<file path="src/rtl/id_ex_stage_pkg.sv">
// Shared pipeline definitions: control-word layout, bubble constant and
// the kinds of load the ID/EX register can perform on a clock edge.
package id_ex_stage_pkg;

    localparam int CTRL_W = 9;

    // Bit positions inside the packed control word, MSB first.
    localparam int CTRL_REG_WRITE  = 8;
    localparam int CTRL_MEM_READ   = 7;
    localparam int CTRL_MEM_WRITE  = 6;
    localparam int CTRL_MEM_TO_REG = 5;
    localparam int CTRL_BRANCH     = 4;
    localparam int CTRL_ALU_SRC    = 3;
    localparam int CTRL_ALU_OP_MSB = 2;
    localparam int CTRL_ALU_OP_LSB = 1;
    localparam int CTRL_FUNCT_ALT  = 0;

    localparam logic [CTRL_W-1:0] CTRL_BUBBLE = '0;

    typedef enum logic [1:0] {
        LOAD_RESET,
        LOAD_FLUSH,
        LOAD_BUBBLE,
        LOAD_NORMAL
    } load_kind_e;

    function automatic logic ctrl_mem_read(input logic [CTRL_W-1:0] ctrl);
        return ctrl[CTRL_MEM_READ];
    endfunction

endpackage

</file>
<file path="src/rtl/id_hazard_unit.sv">
// Load-use hazard detection and writeback bypass selection for the
// operands entering the EX stage. Purely combinational.
module id_hazard_unit
    import id_ex_stage_pkg::*;
#(
    parameter int XLEN = 64
) (
    input  logic              id_valid,
    input  logic [4:0]        id_rs1,
    input  logic [4:0]        id_rs2,
    input  logic [XLEN-1:0]   id_rdata1,
    input  logic [XLEN-1:0]   id_rdata2,
    input  logic              ex_valid,
    input  logic [4:0]        ex_rd,
    input  logic [CTRL_W-1:0] ex_ctrl,
    input  logic              wb_reg_write,
    input  logic [4:0]        wb_rd,
    input  logic [XLEN-1:0]   wb_data,
    output logic              hazard,
    output logic [XLEN-1:0]   op1,
    output logic [XLEN-1:0]   op2
);

    logic ex_loads_rd;
    logic wb_writes_rd;

    // x0 is hard-wired to zero, so it never forms a hazard or a bypass.
    assign ex_loads_rd  = ex_valid & ctrl_mem_read(ex_ctrl) & (ex_rd != 5'd0);
    assign wb_writes_rd = wb_reg_write & (wb_rd != 5'd0);

    assign hazard = id_valid & ex_loads_rd & ((ex_rd == id_rs1) | (ex_rd == id_rs2));

    assign op1 = (wb_writes_rd && (wb_rd == id_rs1)) ? wb_data : id_rdata1;
    assign op2 = (wb_writes_rd && (wb_rd == id_rs2)) ? wb_data : id_rdata2;

endmodule

</file>
<file path="src/rtl/id_ex_stage.sv">
// ID/EX pipeline register with writeback bypass, load-use bubble insertion,
// flush handling and saturating stall/flush event counters.
module id_ex_stage
    import id_ex_stage_pkg::*;
#(
    parameter int XLEN = 64,
    parameter int CNTW = 32
) (
    input  logic              clk,
    input  logic              reset,
    input  logic              id_valid,
    input  logic [XLEN-1:0]   id_pc,
    input  logic [4:0]        id_rs1,
    input  logic [4:0]        id_rs2,
    input  logic [4:0]        id_rd,
    input  logic [XLEN-1:0]   id_rdata1,
    input  logic [XLEN-1:0]   id_rdata2,
    input  logic [XLEN-1:0]   id_imm,
    input  logic [CTRL_W-1:0] id_ctrl,
    input  logic              wb_reg_write,
    input  logic [4:0]        wb_rd,
    input  logic [XLEN-1:0]   wb_data,
    input  logic              flush,
    output logic              stall_out,
    output logic              ex_valid,
    output logic [XLEN-1:0]   ex_pc,
    output logic [4:0]        ex_rs1,
    output logic [4:0]        ex_rs2,
    output logic [4:0]        ex_rd,
    output logic [XLEN-1:0]   ex_op1,
    output logic [XLEN-1:0]   ex_op2,
    output logic [XLEN-1:0]   ex_imm,
    output logic [CTRL_W-1:0] ex_ctrl,
    output logic [CNTW-1:0]   stall_cnt,
    output logic [CNTW-1:0]   flush_cnt
);

    localparam logic [CNTW-1:0] CNT_ONE = {{(CNTW-1){1'b0}}, 1'b1};

    logic            hazard;
    logic [XLEN-1:0] fwd_op1;
    logic [XLEN-1:0] fwd_op2;
    load_kind_e      load_kind;
    logic            flush_counts;

    id_hazard_unit #(.XLEN(XLEN)) u_hazard (
        .id_valid     (id_valid),
        .id_rs1       (id_rs1),
        .id_rs2       (id_rs2),
        .id_rdata1    (id_rdata1),
        .id_rdata2    (id_rdata2),
        .ex_valid     (ex_valid),
        .ex_rd        (ex_rd),
        .ex_ctrl      (ex_ctrl),
        .wb_reg_write (wb_reg_write),
        .wb_rd        (wb_rd),
        .wb_data      (wb_data),
        .hazard       (hazard),
        .op1          (fwd_op1),
        .op2          (fwd_op2)
    );

    assign stall_out    = hazard & ~flush & reset;
    assign flush_counts = flush & id_valid & reset;

    always_comb begin
        load_kind = LOAD_NORMAL;
        if (!reset) begin
            load_kind = LOAD_RESET;
        end else if (flush) begin
            load_kind = LOAD_FLUSH;
        end else if (hazard) begin
            load_kind = LOAD_BUBBLE;
        end
    end

    // Data fields are captured on bubbles too; only valid/ctrl matter there.
    always_ff @(posedge clk) begin
        case (load_kind)
            LOAD_RESET: begin
                ex_valid <= 1'b0;
                ex_ctrl  <= CTRL_BUBBLE;
                ex_pc    <= '0;
                ex_rs1   <= '0;
                ex_rs2   <= '0;
                ex_rd    <= '0;
                ex_op1   <= '0;
                ex_op2   <= '0;
                ex_imm   <= '0;
            end
            LOAD_FLUSH, LOAD_BUBBLE: begin
                ex_valid <= 1'b0;
                ex_ctrl  <= CTRL_BUBBLE;
                ex_pc    <= id_pc;
                ex_rs1   <= id_rs1;
                ex_rs2   <= id_rs2;
                ex_rd    <= id_rd;
                ex_op1   <= fwd_op1;
                ex_op2   <= fwd_op2;
                ex_imm   <= id_imm;
            end
            default: begin
                ex_valid <= id_valid;
                ex_ctrl  <= id_valid ? id_ctrl : CTRL_BUBBLE;
                ex_pc    <= id_pc;
                ex_rs1   <= id_rs1;
                ex_rs2   <= id_rs2;
                ex_rd    <= id_rd;
                ex_op1   <= fwd_op1;
                ex_op2   <= fwd_op2;
                ex_imm   <= id_imm;
            end
        endcase
    end

    always_ff @(posedge clk) begin
        if (!reset) begin
            stall_cnt <= '0;
            flush_cnt <= '0;
        end else begin
            if (stall_out && (stall_cnt != '1)) begin
                stall_cnt <= stall_cnt + CNT_ONE;
            end
            if (flush_counts && (flush_cnt != '1)) begin
                flush_cnt <= flush_cnt + CNT_ONE;
            end
        end
    end

endmodule

</file>
<file path="config.mk">
export PLATFORM = sky130hd
export DESIGN_NAME = id_ex_stage
export DESIGN_NICKNAME = d
export VERILOG_FILES = /design/src/rtl/id_ex_stage_pkg.sv /design/src/rtl/id_hazard_unit.sv /design/src/rtl/id_ex_stage.sv
export SDC_FILE = /design/constraint.sdc
export NUM_CORES = 1
export LEC_CHECK = 0
export CAP_MARGIN = 20
export CORE_AREA = 4 4 274 276
export CTS_CLUSTER_DIAMETER = 150
export CTS_CLUSTER_SIZE = 30
export DETAILED_ROUTE_END_ITERATION = 8
export DIE_AREA = 0 0 278 280
export PLACE_DENSITY_LB_ADDON = 0.2
export SYNTH_ARGS = -nofsm -noshare
export SYNTH_HDL_FRONTEND = slang
export SYNTH_SLANG_ARGS = --single-unit
export TNS_END_PERCENT = 50
</file>
<file path="constraint.sdc">
create_clock -name clk -period 5.8 [get_ports clk]
set_input_delay 1.16 -clock clk [delete_from_list [all_inputs] [get_ports clk]]
set_output_delay 1.16 -clock clk [all_outputs]
set_load 0.02 [all_outputs]
</file>
==> impl_summary.log <==
INFO  metric area_growth_syn_to_layout = 72.1%
INFO  metric cts_post_setup_buffers_inserted = 0
INFO  metric floorplan.initialDensity = 0.163
INFO  metric cts_inserted_buffers = 15
INFO  metric post_syn_nets = 1662
INFO  metric reg2reg_from = ex_rd[4]
INFO  metric layoutNonFillerInstCount = 2930
INFO  metric synthTopCellsByArea = sky130_fd_sc_hd__dfxtp_1 58%, sky130_fd_sc_hd__nand2_1 9.4%, sky130_fd_sc_hd__nor2b_1 7.6%, sky130_fd_sc_hd__a21oi_1 6.5%, sky130_fd_sc_hd__clkbuf_1 2.0%
INFO  metric power.density_cell_area = 235 nW/um2
INFO  metric filler_cell_count = 7726
INFO  metric antenna_found_initial = 17
INFO  metric path_class = primary input to primary output
INFO  metric layout.cell_area.non_filler = 20400 um2
INFO  metric cts_htree_levels = 1
INFO  metric synth_sequential_area_ratio = 0.583
INFO  metric worstPathRequired = 4640 ps
INFO  metric finalHoldViolations = 0
INFO  metric grt_util_met2 = 0.241
INFO  metric post-route-drc-count = 0
INFO  metric mapped_area = 11900 um2
INFO  metric die_area = 77800 um2
INFO  metric min_path_type = flip-flop to flip-flop
INFO  metric worst_skew_pair_latency = 540 ps
INFO  metric clockRootBuffer = sky130_fd_sc_hd__clkbuf_16
INFO  metric numPortBuffers = 699
INFO  metric clkSlewWorstSetupHoldPaths = 120 ps
INFO  metric fin_setup_tns = 0 ps
INFO  metric drt_iter0_markers = 368
INFO  metric fin_skew = 18.1 ps
INFO  metric critical_path.reg2reg.endpoint = ex_ctrl[6]
INFO  metric worstPathMaxFanout = 3
INFO  metric die_height = 280 um
INFO  metric postCtsResizedCells = 0
INFO  metric hold_end = stall_cnt[30]
INFO  metric synth_async_sr_flop_share = 0
INFO  metric max_cap_violations = 0
INFO  metric core = 72600 um2
INFO  metric count_of_pins_on_the_block_boundary = 700
INFO  metric gr-usage-met1 = 0.154
INFO  metric critPathCaptureType = primary output
INFO  metric post_synth_inst_count = 1304
INFO  metric synth_ff_type = sky130_fd_sc_hd__dfxtp_1
INFO  metric antenna_left = 0
INFO  metric fraction_of_layout_cells_with_a_size_suffix_above_1 = 0.0234
INFO  metric seq_area = 6910 um2
INFO  metric number_of_synthesized_flops_with_an_enable_pin = 0
INFO  metric final_common_cell = sky130_fd_sc_hd__clkdlybuf4s50_1
INFO  metric maximum_number_of_pins_on_one_net_before_global_route_repair = 65
INFO  metric finalSetupViolations = 0
INFO  metric slack_of_the_worst_reg_to_reg_path = 2510 ps
INFO  metric via_per_inst = 3.91
INFO  metric groute.usage.overall = 0.136
INFO  metric placement.cell_area = 20000 um2
INFO  metric max-slew-margin-rel = 0.402
INFO  metric synth-warning-count = 0
INFO  metric cts-root-to-sink-buffers = 3
INFO  metric clkSinkCount = 345
INFO  metric avgSynthCellArea = 9.09 um2
INFO  metric dp.final_hpwl = 44.5 mm
INFO  metric ff2ff_path_depth = 9
INFO  metric wire_length_of_the_first_global_routing_pass = 79.9 mm
INFO  metric ir_drop = 0.187 mV
INFO  metric place_inst = 2907
INFO  metric grt_setup_unrepaired = no
INFO  metric whs_path_depth = 2
INFO  metric place_worst_setup_slack = 1070 ps
INFO  metric layout_worst_path_cycle_share = 0.818
INFO  metric route.final.wire_length = 56.4 mm
INFO  metric placement_row_count = 99
INFO  metric worst_setup_path_start_kind = primary input
INFO  metric synth_seq_cells = 345
INFO  metric maxSlewViolCount = 0
INFO  metric status = complete, no violations
INFO  metric m3_gr_usage = 0.0510
INFO  metric max_clock_freq = 211 MHz
INFO  metric multi_input_area = 4650 um2
INFO  metric place_congestion = 0.835
INFO  metric worst_pin_slew = 895 ps
INFO  metric cts_hold_buf = 0
INFO  metric min_period = 4740 ps
INFO  metric average_routed_wire_per_standard_cell = 19.2 um
INFO  metric worstHoldStart = stall_cnt[30]
INFO  metric detailroute.via_count = 11447
INFO  metric post-synth-top-area-fraction = 0.583
INFO  metric global_route.peak_usage_layer = met2
INFO  metric detailedRoute.firstPassIterationCount = 6
INFO  metric cts_tree = built
INFO  metric globalRoute.totalOverflow = 0
INFO  metric design_power_total = 0.00479 W
INFO  metric number_of_distinct_standard_cells_referenced_by_the_synthesized_netlist = 48
INFO  metric post_synthesis_cell_type_with_the_largest_combined_area = sky130_fd_sc_hd__dfxtp_1
INFO  metric first_global_vias = 11673
INFO  metric power.leakage = 7.46 nW
INFO  metric worstPathArrival = 3580 ps
INFO  metric die-width = 278 um
INFO  metric finish.net_count = 2323
INFO  metric setup_ws = 1060 ps
INFO  metric layout_common_cells = 699 x sky130_fd_sc_hd__clkdlybuf4s50_1, 345 x sky130_fd_sc_hd__dfxtp_1, 298 x sky130_fd_sc_hd__nand2_1, 155 x sky130_fd_sc_hd__a21oi_1, 144 x sky130_fd_sc_hd__nor2b_1
[cell type report]
class                   instances  area share
multi-input cells             878       0.228
clock buffers                  16      0.0191
inverters                      10     0.00184
repair buffers                715       0.352
well taps                     959      0.0588
flip-flops and latches        345       0.339
diodes                          5    0.000614
clock inverters                 2    0.000859
[where the power goes]
group / switching (W) / internal, W / total, W
registers: 0.0000444 / 0.00250 / 0.00255
clock network: 0.000812 / 0.000494 / 0.00131
logic: 0.000427 / 0.000506 / 0.000933
total: 0.00128 / 0.00350 / 0.00479
[flip-flops by register name, indices dropped and copies added (netlist names)]
name and count:
ex_imm 64, ex_op1 64, ex_op2 64, ex_pc 64
flush_cnt 32, stall_cnt 32, ex_ctrl 9, ex_rd 5
ex_rs1 5, ex_rs2 5, ex_valid 1
[worst max-delay path, cell delays in order]
cell,delay (ps)
sky130_fd_sc_hd__clkdlybuf4s50_1,610
sky130_fd_sc_hd__xnor2_1,150
sky130_fd_sc_hd__nand3_1,120
sky130_fd_sc_hd__o22ai_1,580
sky130_fd_sc_hd__nand2_1,160
sky130_fd_sc_hd__nor2_1,160
sky130_fd_sc_hd__clkdlybuf4s50_1,630
[Yosys cell counts (2+ instances only)]
| cell type | n |
|---|---|
| sky130_fd_sc_hd__or4_1 | 13 |
| sky130_fd_sc_hd__nor3_1 | 8 |
| sky130_fd_sc_hd__nand2b_1 | 9 |
| sky130_fd_sc_hd__inv_1 | 10 |
| sky130_fd_sc_hd__nor2_1 | 40 |
| sky130_fd_sc_hd__nand4b_1 | 2 |
| sky130_fd_sc_hd__a21oi_1 | 155 |
| sky130_fd_sc_hd__nand3_1 | 36 |
| sky130_fd_sc_hd__o21ai_0 | 14 |
| sky130_fd_sc_hd__or2_2 | 2 |
| sky130_fd_sc_hd__and4_1 | 2 |
| sky130_fd_sc_hd__a31oi_1 | 2 |
| sky130_fd_sc_hd__nor2b_1 | 144 |
| sky130_fd_sc_hd__xnor2_1 | 25 |
| sky130_fd_sc_hd__o31ai_1 | 11 |
| sky130_fd_sc_hd__dfxtp_1 | 345 |
| sky130_fd_sc_hd__mux2i_1 | 8 |
| sky130_fd_sc_hd__xor2_1 | 17 |
| sky130_fd_sc_hd__and2_1 | 12 |
| sky130_fd_sc_hd__ha_1 | 4 |
| sky130_fd_sc_hd__o21ai_1 | 7 |
| sky130_fd_sc_hd__nand2_1 | 298 |
| sky130_fd_sc_hd__or3_1 | 16 |
| sky130_fd_sc_hd__nand4_1 | 19 |
| sky130_fd_sc_hd__clkbuf_1 | 63 |
| sky130_fd_sc_hd__and3_1 | 10 |
| sky130_fd_sc_hd__buf_2 | 6 |
| sky130_fd_sc_hd__nor4_1 | 6 |
[metal layers]
layer / vias to the layer above / share of wire
li1: 5588 / -
met1: 5335 / 0.39
met2: 456 / 0.50
met3: 58 / 0.088
met4: 10 / 0.025
met5: - / 0.0012
[through the flow]
| stage | hold WS, ps | util |
|---|---|---|
| after floorplan | 550 | - |
| after global placement | 474 | 0.275 |
| after detailed placement | 483 | 0.275 |
| after CTS | 503 | 0.281 |
| after global routing | 521 | 0.281 |
| final | 501 | 0.281 |
[worst max path at each step]
| stage | from | cells past startpoint | slack [ps] | end |
|---|---|---|---|---|
| finish | id_rs2[0] | 7 | 1060 | stall_out |
| global route | id_rs2[0] | 7 | 990 | stall_out |
| CTS | id_rs2[0] | 7 | 1060 | stall_out |
| detailed placement | id_rs2[0] | 7 | 1070 | stall_out |
| global placement | id_rs2[0] | 7 | 1040 | stall_out |
| floorplan | id_rs1[4] | 6 | 2390 | stall_out |
[logic make-up after synthesis]
| logic type | count (synthesis) | share of synthesized area |
|---|---|---|
| AOI/OAI and AO/OA | 198 | 0.0894 |
| xor gates and xnor gates | 42 | 0.0310 |
| adders and majority gates | 4 | 0.00422 |
| buffers and inverters | 81 | 0.0269 |
| DFF | 345 | 0.583 |
| muxes | 8 | 0.00676 |
| and+or+nand+nor | 626 | 0.259 |
(Power assumes the default switching activity.)
